**config.mk**
```make
export PLATFORM = sky130hd
export DESIGN_NAME = wb_sram_arbiter_flat
export DESIGN_NICKNAME = d
export VERILOG_FILES = /design/src/rtl/wb_sram_arbiter_pkg.sv /design/src/rtl/wb_sram_arbiter_if.sv /design/src/rtl/wb_watchdog.sv /design/src/rtl/wb_sram_arbiter.sv /design/src/flat_wrapper.sv
export SDC_FILE = /design/constraint.sdc
export NUM_CORES = 1
export LEC_CHECK = 0
export CAP_MARGIN = 20
export CORE_MARGIN = 2
export CORE_UTILIZATION = 32
export CTS_CLUSTER_SIZE = 10
export DETAILED_ROUTE_END_ITERATION = 8
export HOLD_SLACK_MARGIN = 0.05
export MAX_ROUTING_LAYER = met4
export PLACE_DENSITY = 0.82
export SLEW_MARGIN = 10
export SYNTH_ARGS = -nofsm -noshare
export SYNTH_HDL_FRONTEND = slang
export SYNTH_SLANG_ARGS = --single-unit
```
**constraint.sdc**
```tcl
create_clock -name clk_i -period 2.9 [get_ports clk_i]
set_input_delay 0.58 -clock clk_i [delete_from_list [all_inputs] [get_ports clk_i]]
set_output_delay 0.58 -clock clk_i [all_outputs]
set_load 0.01 [all_outputs]
```
**src/rtl/wb_sram_arbiter_pkg.sv**
```systemverilog
// Shared definitions for the SRAM-side Wishbone fabric: bus width defaults
// (also used by uart2wb and wb2spi), arbiter state encoding and a helper
// for sizing the watchdog counter.
package wb_sram_arbiter_pkg;

  localparam int ADR_W_DEF = 23;  // SRAM byte address width
  localparam int DAT_W_DEF = 8;   // SRAM data width

  // Arbiter states, kept as plain constants for legacy tooling.
  localparam logic [1:0] ST_IDLE  = 2'd0;
  localparam logic [1:0] ST_GNT0  = 2'd1;
  localparam logic [1:0] ST_GNT1  = 2'd2;
  localparam logic [1:0] ST_ABORT = 2'd3;

  // Width able to hold 0..limit; at least one bit so a disabled watchdog
  // still elaborates.
  function automatic int cnt_width(input int unsigned limit);
    return (limit > 0) ? $clog2(limit + 1) : 1;
  endfunction

endpackage

```
**src/rtl/wb_sram_arbiter_if.sv**
```systemverilog
// One Wishbone classic link. The master modport drives the request side,
// the slave modport drives the response side.
interface wb_sram_arbiter_if
  import wb_sram_arbiter_pkg::*;
#(
  parameter int ADR_W = ADR_W_DEF,
  parameter int DAT_W = DAT_W_DEF
) ();

  logic             cyc;
  logic             stb;
  logic             we;
  logic [ADR_W-1:0] adr;
  logic [DAT_W-1:0] dat_w;   // master -> slave write data
  logic [DAT_W-1:0] dat_r;   // slave -> master read data
  logic             ack;
  logic             err;
  logic             rty;

  modport master (
    output cyc, stb, we, adr, dat_w,
    input  dat_r, ack, err, rty
  );

  modport slave (
    input  cyc, stb, we, adr, dat_w,
    output dat_r, ack, err, rty
  );

endinterface

```
**src/rtl/wb_watchdog.sv**
```systemverilog
// Slave-cycle watchdog: counts stalled strobe cycles while a grant is
// active and flags the cycle on which the TIMEOUT-th stall occurs.
// A termination (ack/err/rty) in that same cycle suppresses the flag.
module wb_watchdog
  import wb_sram_arbiter_pkg::*;
#(
  parameter int unsigned TIMEOUT = 1023  // 0 disables the watchdog
) (
  input  logic clk_i,
  input  logic rst_i,
  input  logic active_i,   // a master currently owns the slave
  input  logic stb_i,      // slave strobe as driven to the slave
  input  logic term_i,     // ack | err | rty from the slave
  output logic expire_o
);

  localparam int CNT_W = cnt_width(TIMEOUT);
  localparam logic [CNT_W-1:0] CNT_MAX  = CNT_W'(TIMEOUT);
  localparam logic [CNT_W-1:0] CNT_LAST = CNT_W'((TIMEOUT > 0) ? TIMEOUT - 1 : 0);

  logic [CNT_W-1:0] count_q, count_d;
  logic             stall;

  assign stall = active_i & stb_i & ~term_i;

  // The count before this cycle equals TIMEOUT-1, so this is the TIMEOUT-th stall.
  assign expire_o = (TIMEOUT != 0) && stall && (count_q == CNT_LAST);

  // Next count: clear on termination or when no grant, saturating increment on stall.
  always_comb begin
    // NOTE: default first so every path assigns count_d and no latch is inferred.
    count_d = count_q;
    if (!active_i || term_i) begin
      count_d = '0;
    end else if (stall && (count_q != CNT_MAX)) begin
      count_d = count_q + 1'b1;
    end
  end

  // Counter register with synchronous reset.
  always_ff @(posedge clk_i) begin
    // NOTE: non-blocking assignments so every flop samples pre-edge values.
    if (rst_i) begin
      count_q <= '0;
    end else begin
      count_q <= count_d;
    end
  end

endmodule

```
**src/rtl/wb_sram_arbiter.sv**
```systemverilog
// Two-master Wishbone classic arbiter in front of the wb2spi SRAM port.
// Master 0 is the uart2wb host link, master 1 the edit-distance engine.
// Whole bus cycles are granted round-robin; a watchdog aborts slave
// cycles that never terminate.
module wb_sram_arbiter
  import wb_sram_arbiter_pkg::*;
#(
  parameter int unsigned TIMEOUT = 1023  // stalled stb cycles before abort; 0 disables
) (
  input  logic               clk_i,
  input  logic               rst_i,
  wb_sram_arbiter_if.slave   m0_if,
  wb_sram_arbiter_if.slave   m1_if,
  wb_sram_arbiter_if.master  s_if,
  output logic [1:0]         grant_o,
  output logic               timeout_o
);

  logic [1:0] state_q, state_d;
  logic       last_q, last_d;   // most recently granted master; owner while not idle
  logic       in_gnt;
  logic       own_cyc;
  logic       term;
  logic       expire;

  assign in_gnt  = (state_q == ST_GNT0) || (state_q == ST_GNT1);
  assign own_cyc = last_q ? m1_if.cyc : m0_if.cyc;
  assign term    = s_if.ack | s_if.err | s_if.rty;
  assign grant_o = (state_q == ST_IDLE) ? 2'b00 : (last_q ? 2'b10 : 2'b01);

  // Forward the owning master's request to the slave only while granted.
  always_comb begin
    s_if.cyc   = 1'b0;
    s_if.stb   = 1'b0;
    s_if.we    = 1'b0;
    s_if.adr   = '0;
    s_if.dat_w = '0;
    if (in_gnt) begin
      if (last_q) begin
        s_if.cyc   = m1_if.cyc;
        s_if.stb   = m1_if.stb;
        s_if.we    = m1_if.we;
        s_if.adr   = m1_if.adr;
        s_if.dat_w = m1_if.dat_w;
      end else begin
        s_if.cyc   = m0_if.cyc;
        s_if.stb   = m0_if.stb;
        s_if.we    = m0_if.we;
        s_if.adr   = m0_if.adr;
        s_if.dat_w = m0_if.dat_w;
      end
    end
  end

  wb_watchdog #(.TIMEOUT(TIMEOUT)) u_watchdog (
    .clk_i    (clk_i),
    .rst_i    (rst_i),
    .active_i (in_gnt),
    .stb_i    (s_if.stb),
    .term_i   (term),
    .expire_o (expire)
  );

  // Read data is broadcast; terminations reach only the granted master.
  assign m0_if.dat_r = s_if.dat_r;
  assign m1_if.dat_r = s_if.dat_r;
  assign m0_if.ack   = in_gnt & ~last_q & s_if.ack;
  assign m0_if.err   = in_gnt & ~last_q & (s_if.err | expire);
  assign m0_if.rty   = in_gnt & ~last_q & s_if.rty;
  assign m1_if.ack   = in_gnt &  last_q & s_if.ack;
  assign m1_if.err   = in_gnt &  last_q & (s_if.err | expire);
  assign m1_if.rty   = in_gnt &  last_q & s_if.rty;
  assign timeout_o   = expire;

  // Grant FSM: registered grant, hold for the whole cyc, always pass through IDLE.
  always_comb begin
    state_d = state_q;
    last_d  = last_q;
    case (state_q)
      ST_IDLE: begin
        if (m0_if.cyc && m1_if.cyc) begin
          state_d = last_q ? ST_GNT0 : ST_GNT1;
          last_d  = ~last_q;
        end else if (m0_if.cyc) begin
          state_d = ST_GNT0;
          last_d  = 1'b0;
        end else if (m1_if.cyc) begin
          state_d = ST_GNT1;
          last_d  = 1'b1;
        end
      end
      ST_GNT0, ST_GNT1: begin
        if (expire) begin
          state_d = ST_ABORT;
        end else if (!own_cyc) begin
          state_d = ST_IDLE;
        end
      end
      ST_ABORT: begin
        if (!own_cyc) begin
          state_d = ST_IDLE;
        end
      end
      default: state_d = ST_IDLE;
    endcase
  end

  // State registers; reset favours master 0 at the first contention.
  always_ff @(posedge clk_i) begin
    if (rst_i) begin
      state_q <= ST_IDLE;
      last_q  <= 1'b1;
    end else begin
      state_q <= state_d;
      last_q  <= last_d;
    end
  end

endmodule

```
**src/flat_wrapper.sv**
```systemverilog
// flat-port wrapper written by rule: the top's interface ports become plain ports
module wb_sram_arbiter_flat import wb_sram_arbiter_pkg::*;
#(
  parameter int unsigned TIMEOUT = 1023                                                
)
  (clk_i, rst_i, grant_o, timeout_o, m0_if_cyc, m0_if_stb, m0_if_we, m0_if_adr, m0_if_dat_w, m0_if_dat_r, m0_if_ack, m0_if_err, m0_if_rty, m1_if_cyc, m1_if_stb, m1_if_we, m1_if_adr, m1_if_dat_w, m1_if_dat_r, m1_if_ack, m1_if_err, m1_if_rty, s_if_cyc, s_if_stb, s_if_we, s_if_adr, s_if_dat_w, s_if_dat_r, s_if_ack, s_if_err, s_if_rty);
  wb_sram_arbiter_if m0_if_i ();
  wb_sram_arbiter_if m1_if_i ();
  wb_sram_arbiter_if s_if_i ();
  input  logic clk_i;
  input  logic rst_i;
  output logic [1:0] grant_o;
  output logic timeout_o;
  input wire logic [$bits(m0_if_i.cyc)-1:0] m0_if_cyc;
  input wire logic [$bits(m0_if_i.stb)-1:0] m0_if_stb;
  input wire logic [$bits(m0_if_i.we)-1:0] m0_if_we;
  input wire logic [$bits(m0_if_i.adr)-1:0] m0_if_adr;
  input wire logic [$bits(m0_if_i.dat_w)-1:0] m0_if_dat_w;
  output wire logic [$bits(m0_if_i.dat_r)-1:0] m0_if_dat_r;
  output wire logic [$bits(m0_if_i.ack)-1:0] m0_if_ack;
  output wire logic [$bits(m0_if_i.err)-1:0] m0_if_err;
  output wire logic [$bits(m0_if_i.rty)-1:0] m0_if_rty;
  input wire logic [$bits(m1_if_i.cyc)-1:0] m1_if_cyc;
  input wire logic [$bits(m1_if_i.stb)-1:0] m1_if_stb;
  input wire logic [$bits(m1_if_i.we)-1:0] m1_if_we;
  input wire logic [$bits(m1_if_i.adr)-1:0] m1_if_adr;
  input wire logic [$bits(m1_if_i.dat_w)-1:0] m1_if_dat_w;
  output wire logic [$bits(m1_if_i.dat_r)-1:0] m1_if_dat_r;
  output wire logic [$bits(m1_if_i.ack)-1:0] m1_if_ack;
  output wire logic [$bits(m1_if_i.err)-1:0] m1_if_err;
  output wire logic [$bits(m1_if_i.rty)-1:0] m1_if_rty;
  output wire logic [$bits(s_if_i.cyc)-1:0] s_if_cyc;
  output wire logic [$bits(s_if_i.stb)-1:0] s_if_stb;
  output wire logic [$bits(s_if_i.we)-1:0] s_if_we;
  output wire logic [$bits(s_if_i.adr)-1:0] s_if_adr;
  output wire logic [$bits(s_if_i.dat_w)-1:0] s_if_dat_w;
  input wire logic [$bits(s_if_i.dat_r)-1:0] s_if_dat_r;
  input wire logic [$bits(s_if_i.ack)-1:0] s_if_ack;
  input wire logic [$bits(s_if_i.err)-1:0] s_if_err;
  input wire logic [$bits(s_if_i.rty)-1:0] s_if_rty;
  assign m0_if_i.cyc = m0_if_cyc;
  assign m0_if_i.stb = m0_if_stb;
  assign m0_if_i.we = m0_if_we;
  assign m0_if_i.adr = m0_if_adr;
  assign m0_if_i.dat_w = m0_if_dat_w;
  assign m0_if_dat_r = m0_if_i.dat_r;
  assign m0_if_ack = m0_if_i.ack;
  assign m0_if_err = m0_if_i.err;
  assign m0_if_rty = m0_if_i.rty;
  assign m1_if_i.cyc = m1_if_cyc;
  assign m1_if_i.stb = m1_if_stb;
  assign m1_if_i.we = m1_if_we;
  assign m1_if_i.adr = m1_if_adr;
  assign m1_if_i.dat_w = m1_if_dat_w;
  assign m1_if_dat_r = m1_if_i.dat_r;
  assign m1_if_ack = m1_if_i.ack;
  assign m1_if_err = m1_if_i.err;
  assign m1_if_rty = m1_if_i.rty;
  assign s_if_cyc = s_if_i.cyc;
  assign s_if_stb = s_if_i.stb;
  assign s_if_we = s_if_i.we;
  assign s_if_adr = s_if_i.adr;
  assign s_if_dat_w = s_if_i.dat_w;
  assign s_if_i.dat_r = s_if_dat_r;
  assign s_if_i.ack = s_if_ack;
  assign s_if_i.err = s_if_err;
  assign s_if_i.rty = s_if_rty;
  wb_sram_arbiter #(.TIMEOUT(TIMEOUT)) u_core (.clk_i(clk_i), .rst_i(rst_i), .m0_if(m0_if_i), .m1_if(m1_if_i), .s_if(s_if_i), .grant_o(grant_o), .timeout_o(timeout_o));
endmodule
```
==> metrics.cfg, run 1 <==
[setup_path]
startpoint_type = input pin
cp.required_ns = 2.32
crit_path_max_fanout = 2
cp-end-kind = output pin
worstReg2RegEnd = u_core.u_watchdog.count_q[5]
worst-r2r-setup-slack_ns = 0.57
reg2reg_from = u_core.state_q[1]
critPathKind = in -> out
worstPathArrival_ns = 2.23
r2r_cells = 7

[cts]
cts_tree = done
cts_buffers = 3
root_buffer = clkbuf_8
clock_sinks = 13
clock_path_buffers = 2
htreeDepth = 1
post-cts-setup-buffers = 0
cts.clk_slew.worst_paths_ns = 0.06
clkLatencyLatePin_ns = 0.24

[logic_synthesis]
yosys.area.top_type = mux2i_1
synth.distinct_cells = 38
ys_ff_latch = 13
synth-adder-area-share_pct = 3.19
syn_inst = 194
syn_nets = 279
synth_top_area_share_pct = 21.7
synth.area.top_cells = mux2i_1, dfxtp_1, nor2b_1, buf_4, a21oi_1
synth_top_family_by_area = simple AND/OR/NAND/NOR gates
ys_seq_area_share_pct = 16.6
yosys.area_share.simple_pct = 33.4
synthMuxAreaShare_pct = 22.6
avgSynthCellArea_um2 = 8.09
synth-compound-area-share_pct = 10.9
syn_area_um2 = 1570
synth_xor_area_share_pct = 0.558
yosysWarnings = 0

[die]
core_area_um2 = 4720
die_w_um = 74.0
rows = 25
die_h_um = 74.0
die_area_um2 = 5480
start_util_pct = 33.2
pin_count = 140

[routing]
drtAntennaViolNets = 0
routed_via_density = 4.97
drt_iter0_drc = 43
wl_per_cell_um = 15.3
num_vias = 1789
firstDrtPassIters = 4
drt-total-wl_um = 5510
drc = 0

[hold_path]
holdPathStages = 2
whs_endpoint = u_core.u_watchdog.count_q[9]
min_from = u_core.u_watchdog.count_q[9]
hold_path.class = reg -> reg

[grt]
grt_pass1_vias = 1575
track_usage_pct = 19.1
antenna_found_initial = 0
grt.overflow.total = 0
grt_first_pass_wirelength_um = 7940
grt_max_degree = 43

[timing]
slew_violations = 0
hold_viol = 0
setup_viol = 0
fin_ws_ns = 0.0911
timing.final.crit_share_pct = 96.9
tightest_slew_ns = 0.409
relSlewSlack_pct = 72.7
post-route-min-period_ns = 2.81
fin_skew_ns = 0.00264
clock.fmax_ghz = 0.356
rsz0062_at_grt = false

[run_status]
outcome = complete, no violations

[layout]
final_layout_size_suffix_gt1_share_pct = 7.51
fillCellCount = 420
final_common_cell = clkdlybuf4s50_1
area_delta_synth_final_pct = 74.0
layout_common_cells = clkdlybuf4s50_1, nor2b_1, mux2i_1
final_nets = 379
fin_cells = 360
num_antenna_cells = 0
final_area_um2 = 2730

[run]
maxCapViolations = 0

[power]
powerDensity_nw_per_um2 = 366
p_total_mw = 1.00
irDropWorstVdd_v = 0.000189
leakage_nw = 1.15

[place]
dp.cells = 356
dp_slack_ns = -0.330
dp_hpwl_um = 4550
numPortBuffers = 115
place_congestion = 0.797
place_area_um2 = 2690

-- area by class of cell --
cell class / instances / area [µm²] / area share [%]
multi-input combinational: 148 / 1120 / 41.1
inverter: 5 / 18.8 / 0.687
sequential: 13 / 262 / 9.58
tap: 67 / 83.8 / 3.07
timing repair buffer: 123 / 1200 / 44.0
clock buffer: 4 / 45.0 / 1.65
-- timing repair --
item                       4_1_cts  5_1_grt
cloned                           0        0
hold buffers                     0        0
resized for setup                5        5
setup endpoints to repair        3        2
-- worst max-delay path, cell delays in order --
cell and delay, ns:
clkdlybuf4s50_1 0.43, or4b_4 0.57, nor2_2 0.12, a31oi_1 0.13, nor3b_2 0.21, clkbuf_2 0.18
-- cells by family after synthesis --
kind of cell / Yosys count
flip-flops: 13
XOR/XNOR: 1
AND/OR/NAND/NOR: 82
multiplexers: 35
buffers and inverters: 33
AO/OA/AOI/OAI: 26
adder cells (fa/ha/maj): 4
-- registers in the layout, indices dropped and copies added, names as in the netlist --
signal                     flops
u_core.u_watchdog.count_q     10
u_core.last_q                  1
u_core.state_q                 2
-- layer usage --
metal  global-route usage [%]  vias to the layer above  wire length [µm]
met2                     31.9                       73              2580
met3                     4.47                        8               545
met5                        -                        -                 0
met1                     23.2                      832              2310
li1                         -                      876                 -
met4                     4.85                        0                78
-- stage by stage --
step                      setup TNS, ns  util [%]  hold WS (ns)
after floorplan                       0         -         0.460
after global placement           -0.659      56.8         0.477
after detailed placement         -0.808      56.8         0.488
after CTS                             0      57.9         0.496
after global routing                  0      57.8         0.535
final                                 0      57.8         0.497
-- report_power, final --
group          internal [mW]  switching (mW)
Sequential             0.186          0.0122
Clock                 0.0971          0.0650
Combinational          0.387           0.253
Total                  0.670           0.330
-- how the worst max path moves through the flow --
| stage | startpoint | end | depth (start not counted) | slack (ns) |
|---|---|---|---|---|
| after floorplan | u_core.state_q[1] | m0_if_err | 6 | 0.47 |
| after global placement | s_if_ack | m0_if_err | 6 | -0.28 |
| after detailed placement | s_if_ack | m0_if_err | 6 | -0.33 |
| after CTS | s_if_ack | m0_if_err | 6 | 0.008 |
| after global routing | s_if_ack | m1_if_err | 6 | 0.009 |
| final | s_if_ack | m0_if_err | 6 | 0.09 |
-- cell usage after synthesis --
library cell  number
nor2b_1           35
mux2i_1           34
buf_4             17
dfxtp_1           13
a21oi_1           10
nor2_1            10
clkbuf_1           6
nand3_1            6
o31ai_1            6
inv_1              5
or4_1              5
ha_1               4
nand2_1            4
a31oi_1            3
and3_1             3
buf_2              3
nand4_1            3
a211oi_1           2
and3b_1            2
and4_1             2
nand2b_1           2
nor3_1             2
o21ai_0            2
a2111oi_0          1
a221oi_1           1
a311oi_2           1
and2_1             1
buf_1              1
buf_6              1
mux2_4             1
nand4_4            1
nand4b_1           1
nor3b_1            1
nor4b_4            1
or2_2              1
or3_1              1
or4b_1             1
xnor2_1            1
Note: power is estimated with default switching activity, not from simulation.
==> inputs of run 2 (changes only) <==
Settings changed: CORE_ASPECT_RATIO from default to 0.6, GPL_ROUTABILITY_DRIVEN from default to 0, RECOVER_POWER from default to 100.
==> metrics.cfg, run 2 (synthesized netlist as in run 1, its figures left out) <==
[grt]
grt_first_pass_wirelength_um = 7780  ; was 7940 µm
grt.overflow.total = 0  ; unchanged
track_usage_pct = 18.4  ; was 19.1%
grt_max_degree = 46  ; was 43
grt_pass1_vias = 1628  ; was 1,575
antenna_found_initial = 0  ; unchanged

[layout]
final-seq-area_um2 = 262  ; unchanged
fin_cells = 356  ; was 360
num_antenna_cells = 0  ; unchanged
fillCellCount = 420  ; unchanged
final_layout_size_suffix_gt1_share_pct = 5.80  ; was 7.51%
largest_register = u_core.u_watchdog.count_q  ; unchanged
reg_top3 = u_core.u_watchdog.count_q x10, u_core.state_q x2, u_core.last_q x1  ; unchanged
area_delta_synth_final_pct = 72.5  ; was 74.0%
post-route-util_pct = 58.4  ; was 57.8%
final_common_cell = clkdlybuf4s50_1  ; unchanged
final_nets = 379  ; unchanged
largest_reg_flops = 10  ; unchanged
layout_common_cells = clkdlybuf4s50_1, dlygate4sd3_1, nor2b_1  ; was clkdlybuf4s50_1, nor2b_1, mux2i_1
multi_input_area_um2 = 1090  ; was 1120 µm²

[cts]
root_buffer = clkbuf_8  ; unchanged
clock_path_buffers = 2  ; unchanged
cts_buffers = 3  ; unchanged
htreeDepth = 1  ; unchanged
ctsHoldBuffers = 0  ; unchanged
cts_tree = done  ; unchanged
clkLatencyLatePin_ns = 0.24  ; about the same
cts.clk_slew.worst_paths_ns = 0.06  ; about the same
post-cts-setup-buffers = 0  ; unchanged
clock_sinks = 13  ; unchanged

[setup_path]
crit_path_max_fanout = 2  ; unchanged
startpoint_type = input pin  ; unchanged
worstPathArrival_ns = 2.22  ; was 2.23 ns
cp-end-kind = output pin  ; unchanged
cp.required_ns = 2.32  ; about the same
critPathKind = in -> out  ; unchanged

[die]
pin_count = 140  ; unchanged
die_area_um2 = 5500  ; was 5480 µm²
die_w_um = 94.4  ; was 74.0 µm
core_area_um2 = 4640  ; was 4720 µm²
rows = 19  ; was 25
start_util_pct = 33.8  ; was 33.2%
die_h_um = 58.2  ; was 74.0 µm

[run_status]
outcome = complete, no violations  ; unchanged

[timing]
post-route-min-period_ns = 2.80  ; was 2.81 ns
rsz0062_at_grt = false  ; unchanged
holdWs_ns = 0.495  ; was 0.497 ns
setup_tns_ns = 0  ; unchanged
slew_violations = 0  ; unchanged
hold_viol = 0  ; unchanged
setup_viol = 0  ; unchanged
tightest_slew_ns = 0.507  ; was 0.409 ns
fin_skew_ns = 0.00487  ; was 0.00264 ns
clock.fmax_ghz = 0.357  ; was 0.356 GHz
relSlewSlack_pct = 66.0  ; was 72.7%
timing.final.crit_share_pct = 96.5  ; was 96.9%

[routing]
num_vias = 1698  ; was 1,789
drtAntennaViolNets = 0  ; unchanged
drc = 0  ; unchanged
firstDrtPassIters = 4  ; unchanged
wl_per_cell_um = 14.3  ; was 15.3 µm
drt-total-wl_um = 5100  ; was 5510 µm
routed_via_density = 4.77  ; was 4.97
drt_iter0_drc = 76  ; was 43

[power]
irDropWorstVdd_v = 0.000154  ; was 0.000189 V
p_total_mw = 0.958  ; was 1.00 mW
powerDensity_nw_per_um2 = 354  ; was 366 nW/µm²
leakage_nw = 1.24  ; was 1.15 nW

[place]
dp.cells = 352  ; was 356
dp_hpwl_um = 4190  ; was 4550 µm
numPortBuffers = 115  ; unchanged

[hold_path]
hold_path.class = reg -> reg  ; unchanged

[run]
maxCapViolations = 0  ; unchanged

==> run 2: worst paths after layout <==
check / cells past startpoint / end / slack [ns] / start
max reg2reg: 7 / u_core.u_watchdog.count_q[5] / 0.37 / u_core.state_q[1]
max: 6 / m1_if_err / 0.10 / s_if_err
min: 2 / u_core.u_watchdog.count_q[9] / 0.50 / u_core.u_watchdog.count_q[9]
min reg2reg: 2 / u_core.u_watchdog.count_q[9] / 0.50 / u_core.u_watchdog.count_q[9]
==> run 2: final cells by class <==
type / count / area share [%]
timing repair buffer: 123 / 44.9
multi-input combinational: 148 / 40.1
sequential: 13 / 9.66
tap: 63 / 2.91
clock buffer: 4 / 1.66
inverter: 5 / 0.693
==> run 2: layer usage <==
metal | track usage [%] | part of all wire (%) | wire length [µm]
met2 | 31.0 | 50 | 2530
met1 | 23.0 | 45 | 2280
met4 | 2.48 | 0.24 | 12
met3 | 4.68 | 5.2 | 265
met5 | - | 0 | 0
==> run 2: report_power, final <==
group          internal (mW)  switching, mW
combinational          0.351          0.252
sequential             0.186        0.00729
clock                 0.0971         0.0653
total                  0.634          0.324
==> run 2: through the flow <==
stage,cell area [µm²],worst slack (ns)
after floorplan,1570,0.473
after detailed placement,2690,-0.319
after global placement,2690,-0.281
after CTS,2740,0.0114
after global routing,2710,0.00667
final,2710,0.101
==> run 2: worst max-delay path: stages <==
cell	delay (ns)
clkdlybuf4s50_1	0.46
or4b_4	0.54
nor2_2	0.11
a31oi_1	0.14
nor2_1	0.12
dlygate4sd2_1	0.27
==> run 2: timing repair <==
| item | in CTS | in global routing |
|---|---|---|
| gates resized for setup | 5 | 3 |
| endpoints found under the setup margin | 3 | 2 |
| cloned | 0 | 0 |
==> inputs of run 3 (changes only) <==
Settings changed: ABC_AREA from default to 1, CORE_UTILIZATION 32 to 31, PLACE_DENSITY 0.82 to 0.81.
==> metrics.cfg, run 3 <==
[grt]
track_usage_pct = 19.6  ; was 18.4%
grt_max_degree = 37  ; was 46
grt_pass1_vias = 1810  ; was 1,628
grt_first_pass_wirelength_um = 8340  ; was 7780 µm
antenna_found_initial = 0  ; unchanged
grt.overflow.total = 0  ; unchanged

[setup_path]
crit_top_cell = clkdlybuf4s50_1
cp-end-kind = output pin  ; unchanged
startpoint_type = input pin  ; unchanged
path_cells = clkdlybuf4s50_1, inv_1, nand3_2, a21oi_2, nand2_2, a21oi_1, clkdlybuf4s50_1  ; was clkdlybuf4s50_1, or4b_4, nor2_2, a31oi_1, nor2_1, dlygate4sd2_1
critPathMaxStageDelay_ns = 0.55  ; was 0.54 ns
worstPathArrival_ns = 2.19  ; was 2.22 ns
crit_path_max_fanout = 5  ; was 2
critPathKind = in -> out  ; unchanged
cp.required_ns = 2.32  ; about the same
worst-r2r-setup-slack_ns = 0.96  ; was 0.37 ns
crit_slowest_cell = clkdlybuf4s50_1  ; was or4b_4

[cts]
clkLatencyLatePin_ns = 0.25  ; was 0.24 ns
cts_buffers = 3  ; unchanged
clock_sinks = 13  ; unchanged
ctsResizeCount = 0  ; was 5
root_buffer = clkbuf_8  ; unchanged
cts_tree = done  ; unchanged
cts.clk_slew.worst_paths_ns = 0.06  ; about the same
htreeDepth = 1  ; unchanged
clock_path_buffers = 2  ; unchanged
post-cts-setup-buffers = 0  ; unchanged
ctsHoldBuffers = 0  ; unchanged

[routing]
routed_via_density = 4.63  ; was 4.77
num_vias = 2013  ; was 1,698
firstDrtPassIters = 5  ; was 4
drtAntennaViolNets = 0  ; unchanged
drt-total-wl_um = 5410  ; was 5100 µm
wl_per_cell_um = 12.4  ; was 14.3 µm
drc = 0  ; unchanged
drt_iter0_drc = 89  ; was 76

[logic_synthesis]
yosysMostFrequentCell = nand2_1  ; was nor2b_1
synth_edf_count = 0  ; unchanged
syn_area_um2 = 1520  ; was 1570 µm²
synth.distinct_cells = 25  ; was 38
synth.area.top_cells = nand2_1, dfxtp_1, a21oi_1, buf_4, inv_1  ; was mux2i_1, dfxtp_1, nor2b_1, buf_4, a21oi_1
synth_top_area_share_pct = 29.1  ; was 21.7%
async_flop_share_pct = 0  ; unchanged
syn_inst = 278  ; was 194
avgSynthCellArea_um2 = 5.47  ; was 8.09 µm²
ys_seq_area_share_pct = 17.1  ; was 16.6%
yosys.area.top_type = nand2_1  ; was mux2i_1
yosysWarnings = 0  ; unchanged
syn_nets = 363  ; was 279
ys.flop_type = dfxtp_1  ; unchanged
ys_top_cells_by_count = nand2_1, a21oi_1, inv_1, nor2_1, buf_4  ; was nor2b_1, mux2i_1, buf_4, dfxtp_1
ys_ff_latch = 13  ; unchanged

[layout]
largest_register = u_core.u_watchdog.count_q  ; unchanged
area_delta_synth_final_pct = 74.7  ; was 72.5%
reg_top3 = u_core.u_watchdog.count_q x10, u_core.state_q x2, u_core.last_q x1  ; unchanged
fin_cells = 435  ; was 356
largest_reg_flops = 10  ; unchanged
final_area_um2 = 2660  ; was 2710 µm²
final_common_cell = nand2_1  ; was clkdlybuf4s50_1
layout_common_cells = nand2_1, clkdlybuf4s50_1, a21oi_1  ; was clkdlybuf4s50_1, dlygate4sd3_1, nor2b_1
multi_input_area_um2 = 1020  ; was 1090 µm²
final_nets = 458  ; was 379
final-seq-area_um2 = 260  ; was 262 µm²
final_layout_size_suffix_gt1_share_pct = 5.65  ; was 5.80%
num_antenna_cells = 0  ; unchanged
fillCellCount = 452  ; was 420

[power]
powerDensity_nw_per_um2 = 455  ; was 354 nW/µm²
p_total_mw = 1.21  ; was 0.958 mW
irDropWorstVdd_v = 0.000323  ; was 0.000154 V
leakage_nw = 1.15  ; was 1.24 nW

[die]
die_h_um = 58.2  ; about the same
rows = 19  ; unchanged
die_area_um2 = 5500  ; about the same
pin_count = 140  ; unchanged
die_w_um = 94.4  ; about the same
core_area_um2 = 4640  ; unchanged
start_util_pct = 32.8  ; was 33.8%

[run_status]
outcome = complete, no violations  ; unchanged

[timing]
tightest_slew_ns = 0.710  ; was 0.507 ns
timing.final.crit_share_pct = 95.7  ; was 96.5%
setup_viol = 0  ; unchanged
fin_ws_ns = 0.125  ; was 0.101 ns
slew_violations = 0  ; unchanged
setup_tns_ns = 0  ; unchanged
clock.fmax_ghz = 0.360  ; was 0.357 GHz
post-route-min-period_ns = 2.77  ; was 2.80 ns
rsz0062_at_grt = false  ; unchanged
hold_viol = 0  ; unchanged
relSlewSlack_pct = 52.5  ; was 66.0%
fin_skew_ns = 0.00600  ; was 0.00487 ns

[place]
numPortBuffers = 115  ; unchanged
place_area_um2 = 2600  ; was 2690 µm²
dp.cells = 431  ; was 352
dp_hpwl_um = 4220  ; was 4190 µm
dp_slack_ns = 0.108  ; was -0.319 ns

[run]
maxCapViolations = 0  ; unchanged

[hold_path]
hold_path.class = reg -> reg  ; unchanged

[run 3: cell types whose count changed after synthesis, moves of 5 or more]
cell / before / now
a21oi_1: 10 / 44
inv_1: 5 / 21
nor2_1: 10 / 17
buf_1: 1 / 6
mux2i_1: 34 / 0
or4_1: 5 / 0
nor2b_1: 35 / 0
nand2_1: 4 / 118
o31ai_1: 6 / 0
[run 3: critical path, delay by kind of cell]
kind,cells,cell delay [ns]
AOI/OAI and AO/OA,2,0.31
buffers and inverters,3,1.07
and+or+nand+nor,2,0.22
[run 3: worst paths after layout]
path / cells after the start / start / to
worst max-delay path: 7 / s_if_err / m0_if_err
worst min-delay path: 2 / u_core.u_watchdog.count_q[6] / u_core.u_watchdog.count_q[6]
worst max register to register: 8 / u_core.state_q[1] / u_core.u_watchdog.count_q[2]
worst min register to register: 2 / u_core.u_watchdog.count_q[6] / u_core.u_watchdog.count_q[6]
[run 3: cell type report]
class	count	share of cell area (%)
Clock buffer	4	1.70
Inverter	22	3.11
Multi-Input combinational cell	215	38.3
Sequential cell	13	9.80
Tap cell	63	2.97
Timing Repair Buffer	118	44.1
[run 3: cell families after synthesis]
logic type | after synthesis | share of synthesized area [%]
compound gates | 49 | 17.3
xor+xnor | 6 | 3.46
fa+ha+maj | 4 | 3.29
buf+inv | 50 | 17.0
flops | 13 | 17.1
simple gates | 156 | 41.9
[run 3: power breakdown]
part / leakage [nW] / internal (mW) / switching, mW
clock network: 0.0228 / 0.0972 / 0.0718
registers: 0.105 / 0.189 / 0.00889
logic: 1.03 / 0.411 / 0.431
[run 3: metrics by stage]
| step | utilization [%] | hold WS, ns |
|---|---|---|
| 6_report | 57.3 | 0.495 |
| 3_5_place_dp | 56.0 | 0.486 |
| 4_1_cts | 57.0 | 0.496 |
| 5_1_grt | 57.3 | 0.514 |
| 3_3_place_gp | 56.0 | 0.482 |
| 2_1_floorplan | - | 0.455 |
[run 3: routing by layer]
layer / part of all wire [%] / vias to the layer above / wire length, µm / track usage [%]
met3: 9.3 / 2 / 506 / 6.11
met4: 0.15 / 0 / 8 / 2.07
met2: 44 / 79 / 2390 / 31.0
met1: 46 / 890 / 2510 / 25.5
met5: 0 / - / 0 / -
li1: - / 1042 / - / -
